`src/rtl/relu_maxpool_col.sv`:
```
// Column-streaming FP16 ReLU followed by 2x2 / stride-2 max-pool.
// Two input columns in, one half-height pooled column out, one cycle after the odd column.
module relu_maxpool_col #(
  parameter  int DATA_WIDTH = 16,
  parameter  int IN_ROWS    = 24,
  parameter  int IN_COLS    = 24,
  localparam int OUT_ROWS   = IN_ROWS / 2,
  localparam int OUT_COLS   = IN_COLS / 2,
  localparam int COL_W      = $clog2(OUT_COLS) + 1,
  localparam int CNT_W      = $clog2(2 * OUT_COLS + 1)
) (
  input  logic                  clk,
  input  logic                  rst,
  input  logic                  start,
  input  logic                  in_valid,
  input  logic [DATA_WIDTH-1:0] in_data  [IN_ROWS],
  output logic                  out_valid,
  output logic [DATA_WIDTH-1:0] out_data [OUT_ROWS],
  output logic [COL_W-1:0]      out_col,
  output logic                  busy,
  output logic                  done
);

  typedef enum logic [1:0] {
    IDLE      = 2'd0,
    WAIT_EVEN = 2'd1,
    WAIT_ODD  = 2'd2
  } state_t;

  state_t                  state_r, state_next_s;
  logic                    accept_s, last_s;
  logic [CNT_W-1:0]        col_cnt_r;
  logic [DATA_WIDTH-1:0]   v_s        [OUT_ROWS];
  logic [DATA_WIDTH-1:0]   pair_buf_r [OUT_ROWS];
  logic [DATA_WIDTH-1:0]   out_data_r [OUT_ROWS];
  logic [COL_W-1:0]        out_col_r;
  logic                    out_valid_r, done_r;

  // Negative values (incl. -0, -Inf) and NaN clamp to +0; +Inf passes.
  function automatic logic [DATA_WIDTH-1:0] relu(input logic [DATA_WIDTH-1:0] x);
    logic is_nan;
    is_nan = (x[DATA_WIDTH-2 -: 5] == 5'h1F) && (x[DATA_WIDTH-7:0] != {(DATA_WIDTH-6){1'b0}});
    if (x[DATA_WIDTH-1] || is_nan) begin
      return {DATA_WIDTH{1'b0}};
    end else begin
      return x;
    end
  endfunction

  // Operands are non-negative after ReLU, so an unsigned compare orders them.
  function automatic logic [DATA_WIDTH-1:0] fmax(input logic [DATA_WIDTH-1:0] a,
                                                 input logic [DATA_WIDTH-1:0] b);
    if (a[DATA_WIDTH-2:0] >= b[DATA_WIDTH-2:0]) begin
      return a;
    end else begin
      return b;
    end
  endfunction

  // Vertical pool of row pairs straight off the input bus.
  always_comb begin
    for (int i = 0; i < OUT_ROWS; i++) begin
      v_s[i] = fmax(relu(in_data[2*i]), relu(in_data[2*i+1]));
    end
  end

  // Frame state register.
  always_ff @(posedge clk or posedge rst) begin
    if (rst) begin
      state_r <= IDLE;
    end else begin
      state_r <= state_next_s;
    end
  end

  // Next-state decode; start overrides any in_valid in the same cycle.
  always_comb begin
    state_next_s = state_r;
    accept_s     = 1'b0;
    last_s       = 1'b0;
    if (start) begin
      state_next_s = WAIT_EVEN;
    end else begin
      case (state_r)
        IDLE: begin
          state_next_s = IDLE;
        end
        WAIT_EVEN: begin
          if (in_valid) begin
            accept_s     = 1'b1;
            state_next_s = WAIT_ODD;
          end else begin
            state_next_s = WAIT_EVEN;
          end
        end
        WAIT_ODD: begin
          if (in_valid) begin
            accept_s = 1'b1;
            last_s   = (col_cnt_r == CNT_W'(2 * OUT_COLS - 1));
            if (last_s) begin
              state_next_s = IDLE;
            end else begin
              state_next_s = WAIT_EVEN;
            end
          end else begin
            state_next_s = WAIT_ODD;
          end
        end
        default: begin
          state_next_s = IDLE;
        end
      endcase
    end
  end

  // Column counter, pair buffer and registered pooled output.
  always_ff @(posedge clk or posedge rst) begin
    if (rst) begin
      col_cnt_r   <= {CNT_W{1'b0}};
      out_col_r   <= {COL_W{1'b0}};
      out_valid_r <= 1'b0;
      done_r      <= 1'b0;
      for (int i = 0; i < OUT_ROWS; i++) begin
        pair_buf_r[i] <= {DATA_WIDTH{1'b0}};
        out_data_r[i] <= {DATA_WIDTH{1'b0}};
      end
    end else begin
      out_valid_r <= 1'b0;
      done_r      <= 1'b0;
      if (start) begin
        col_cnt_r <= {CNT_W{1'b0}};
        out_col_r <= {COL_W{1'b0}};
        for (int i = 0; i < OUT_ROWS; i++) begin
          pair_buf_r[i] <= {DATA_WIDTH{1'b0}};
        end
      end else if (accept_s) begin
        col_cnt_r <= col_cnt_r + CNT_W'(1);
        if (state_r == WAIT_EVEN) begin
          pair_buf_r <= v_s;
        end else begin
          for (int i = 0; i < OUT_ROWS; i++) begin
            out_data_r[i] <= fmax(pair_buf_r[i], v_s[i]);
          end
          out_valid_r <= 1'b1;
          out_col_r   <= COL_W'(col_cnt_r >> 1);
          done_r      <= last_s;
        end
      end
    end
  end

  assign out_valid = out_valid_r;
  assign out_data  = out_data_r;
  assign out_col   = out_col_r;
  assign done      = done_r;
  assign busy      = (state_r != IDLE);

endmodule

```
`config.mk`:
```
export PLATFORM = sky130hd
export DESIGN_NAME = relu_maxpool_col
export DESIGN_NICKNAME = d
export VERILOG_FILES = /design/src/rtl/relu_maxpool_col.sv
export SDC_FILE = /design/constraint.sdc
export NUM_CORES = 2
export LEC_CHECK = 0
export CAP_MARGIN = 20
export CORE_MARGIN = 1
export CORE_UTILIZATION = 45
export CTS_CLUSTER_DIAMETER = 80
export CTS_CLUSTER_SIZE = 40
export DETAILED_ROUTE_END_ITERATION = 7
export PLACE_DENSITY = 0.71
export SLEW_MARGIN = 10
export SYNTH_ARGS = -nofsm -noshare
export SYNTH_HDL_FRONTEND = slang
export SYNTH_SLANG_ARGS = --single-unit
```
`constraint.sdc`:
```
create_clock -name clk -period 36.9 [get_ports clk]
set_input_delay 7.38 -clock clk [delete_from_list [all_inputs] [get_ports clk]]
set_output_delay 7.38 -clock clk [all_outputs]
set_load 0.02 [all_outputs]
```
==> impl_metrics.env <==
export IMPL_synth_top_cell_area_share=0.3338
export IMPL_antenna_found_initial=10
export IMPL_ir_drop_uv=36.03
export IMPL_num_io_pins=588
export IMPL_synth_top_family_by_area="simple AND/OR/NAND/NOR gates"
export IMPL_hold_violations=0
export IMPL_tightest_slew_ns=1.123
export IMPL_grt_start_max_net_pins=145
export IMPL_drive_gt1_frac=0.04184
export IMPL_std_cell_rows=93
export IMPL_die_height_um=259.2
export IMPL_reg2reg_depth=8
export IMPL_postCtsHoldBufs=0
export IMPL_place_area_um2=36320
export IMPL_ys_types=92
export IMPL_netlist_instances=3632
export IMPL_regToRegSetupSlack_ns=32.69
export IMPL_startpoint_type="input pin"
export IMPL_cts_resized_gates=0
export IMPL_critical_path_slowest_cell="o31ai_4"
export IMPL_nets=4780
export IMPL_die_width_um=259.2
export IMPL_holdWs_ns=0.4831
export IMPL_io_buffers=586
export IMPL_cp_required_ns=37.36
export IMPL_die_area_um2=67180
export IMPL_p_leak_nw=16.50
export IMPL_postCtsSetupBuffers=0
export IMPL_vias=28234
export IMPL_use_met2=0.4292
export IMPL_yosys_top_cells_count="647 x nand2_1, 397 x dfrtp_1, 280 x ha_1"
export IMPL_yosysWarnings=0
export IMPL_yosys_area_top_type="dfrtp_1"
export IMPL_hold_class="reg2reg"
export IMPL_reg2reg_from="state_r[0]$_DFF_PP0_"
export IMPL_muxShareOfSynthArea=0.03287
export IMPL_clk_root_buffer_cell="clkbuf_16"
export IMPL_period_share=0.3572
export IMPL_min_from="out_data[158]$_DFFE_PP0P_"
export IMPL_synth_edf_count=0
export IMPL_drt_total_wl_um=91430
export IMPL_insertion_delay_ns=0.62
export IMPL_cts_tree="built"
export IMPL_relSlewSlack=0.2478
export IMPL_crit_arrival_ns=13.64
export IMPL_use_met1=0.3560
export IMPL_r2r_end="out_data[8]$_DFFE_PP0P_"
export IMPL_ys_seq_area_frac=0.3338
export IMPL_cp_depth=20
export IMPL_synthTopCellsByArea="dfrtp_1 33%, ha_1 12%, nand2_1 8.2%"
export IMPL_synth_xor_area_frac=0.01471
export IMPL_drt_vias_per_instance=5.655
export IMPL_dpl_hpwl_um=69860
export IMPL_place_inst=4931
export IMPL_max_freq_mhz=75.86
export IMPL_async_flop_share=1.000
export IMPL_worstSetupPathType="in2reg"
export IMPL_synth_compound_area_share=0.2140
export IMPL_final_cells=4993
export IMPL_crit_path_end_kind="register"
export IMPL_cts_buffer_depth=3
export IMPL_finClkSkew_ns=0.02461
export IMPL_drv_slew=0
export IMPL_synthAdderAreaFrac=0.1286
export IMPL_rsz0062_at_grt="no"
export IMPL_cts_buffers=29
export IMPL_area_delta_synth_final_pct=25.92
export IMPL_drtAntennaViolNets=0
export IMPL_clk_pin_slew_ns=0.10
export IMPL_run_status="completed"
export IMPL_yosys_area_share_simple=0.2344
export IMPL_overflow=0
export IMPL_hold_path_depth=2
export IMPL_tns_ns=0
export IMPL_path_buf_inv=1
export IMPL_synth_most_common_cell="nand2_1"
export IMPL_crit_chain="clkdlybuf4s50_1 -> nor4_1 -> a31oi_1 -> nor2_1 -> nand2_1 -> ha_1 -> o21ai_1 -> a31oi_1 -> o41ai_1 -> maj3_1 -> o21ai_2 -> o21ai_0 -> ha_1 -> nand2b_1 -> a31oi_1 -> a2bb2oi_1 -> o311a_1 -> o31ai_4 -> mux2i_1 -> o21ai_1"
export IMPL_avgSynthCellArea_um2=8.195
export IMPL_grtUsageMet3=0.04774
export IMPL_fillers=5893
export IMPL_crit_family="compound AO/OA/AOI/OAI gates"
export IMPL_grt_pass1_vias=27118
export IMPL_wl_per_cell_um=18.31
export IMPL_cts_max_level=1
export IMPL_drc=0
export IMPL_start_util=0.4584
export IMPL_crit_fanout=26
export IMPL_fin_area_um2=37480
export IMPL_powerDensity_nw_per_um2=43.00
export IMPL_grt_pass1_wl_um=145100
export IMPL_coreArea_um2=64930
export IMPL_cts_num_sinks=397
export IMPL_syn_nets=4300
export IMPL_dr_first_iter_drc_count=1936
export IMPL_dr_pass1_iters=5
export IMPL_synth_cell_area_um2=29770
export IMPL_crit_top_cell="a31oi_1"
export IMPL_synth_flop_cell="dfrtp_1"
export IMPL_track_usage=0.2642
export IMPL_min_to="out_data[158]$_DFFE_PP0P_"
export IMPL_ys_ff_latch=397
export IMPL_finalSetupViolations=0
export IMPL_busiest_layer="met2"
export IMPL_final_util=0.5773
export IMPL_fin_crit_ns=13.18
export IMPL_max_stage_delay_ns=0.77
export IMPL_drv_cap=0
export IMPL_routabilityCongestion=0.9535
-- worst register-to-register path, stage by stage, from the launching register on --
cell,delay (ns)
dfrtp_1,0.36
inv_1,0.06
ha_1,0.32
nand2_1,0.16
or3_4,0.50
buf_4,0.64
buf_4,0.77
buf_4,0.89
o21ai_0,0.33
-- cell families after synthesis --
| kind of cell | after synthesis |
|---|---|
| DFF | 397 |
| other | 1 |
| adders and majority gates | 312 |
| muxes | 95 |
| buffers and inverters | 317 |
| and+or+nand+nor | 1476 |
| xor gates and xnor gates | 50 |
| AOI/OAI and AO/OA | 984 |
-- routing by layer --
layer  wire (um)  up-vias
met1       40450    13336
li1            -    14003
met3        6071      148
met4        2817       12
met2       42020      735
met5          70        -
-- power breakdown --
| part | internal (W) | total [W] | leakage, nW | switching, W |
|---|---|---|---|---|
| Combinational | 0.000295 | 0.000674 | 10.6 | 0.000380 |
| Clock | 0.000168 | 0.000372 | 0.535 | 0.000204 |
| Sequential | 0.000509 | 0.000565 | 5.36 | 0.0000565 |
-- layout by cell type (no fill, tap or decap), types with 11 or more instances in the layout --
cell             netlist  layout
a31oi_1               98      96
nor2_1               228     228
or2_2                 17      17
o211ai_1              30      30
nor4_1                50      50
ha_1                 280     280
nand2b_1              21      21
mux2_2                15      15
a221oi_1              11      11
inv_1                144     142
a2bb2oi_1             13      13
dfrtp_1              397     397
and2_1               196     196
o21ai_1               97      97
maj3_1                28      28
a211oi_1              18      18
a21o_1                73      73
and4_1                23      23
or3_1                 44      42
nand3_1               97      97
o21ai_0              230     230
a31o_2                13      13
o31ai_1               18      17
xnor2_1               36      36
nor2b_1               39      39
and3_1                18      18
a211o_1               15      15
xor2_1                14      14
mux2i_1               76      76
clkdlybuf4s50_1        0     586
nand4_1               43      43
o21a_1                18      18
a21oi_1              177     174
buf_4                  4      32
o31a_1                11      11
a22o_1                42      42
nand2_1              647     647
o221ai_1              17      17
clkbuf_16              0      29
nor3_1                32      31
-- worst max path at each step --
| stage | end | from |
|---|---|---|
| after floorplan | col_cnt_r[0]$_DFFE_PP0P_ | rst |
| after global placement | out_data[144]$_DFFE_PP0P_ | in_data[294] |
| after detailed placement | out_data[148]$_DFFE_PP0P_ | in_data[309] |
| after CTS | out_data[144]$_DFFE_PP0P_ | in_data[304] |
| after global routing | out_data[148]$_DFFE_PP0P_ | in_data[294] |
| final | out_data[144]$_DFFE_PP0P_ | in_data[294] |
-- registers in the layout (all words and copies together) (netlist names) --
| register | cells |
|---|---|
| out_col | 4 |
| state_r | 2 |
| done | 1 |
| out_data | 192 |
| out_valid | 1 |
| col_cnt_r | 5 |
| pair_buf_r | 192 |
-- through the flow --
stage	power (W)	setup WS (ns)
2_1_floorplan	0.0009425	18.48
3_3_place_gp	0.001239	23.13
3_5_place_dp	0.001245	23.04
4_1_cts	0.001624	23.69
5_1_grt	0.001706	23.15
6_report	0.001612	23.72
-- layout make-up --
cell class	instances	area, um2	share of cell area
Antenna cell	3	7.507	0.0002003
Clock buffer	31	753.2	0.02010
Clock inverter	23	351.6	0.009380
Inverter	144	550.5	0.01469
Multi-Input combinational cell	2918	18660	0.4980
Sequential cell	397	9935	0.2651
Tap cell	855	1070	0.02854
Timing Repair Buffer	622	6150	0.1641
No activity file was read; power rests on OpenSTA's default activity.
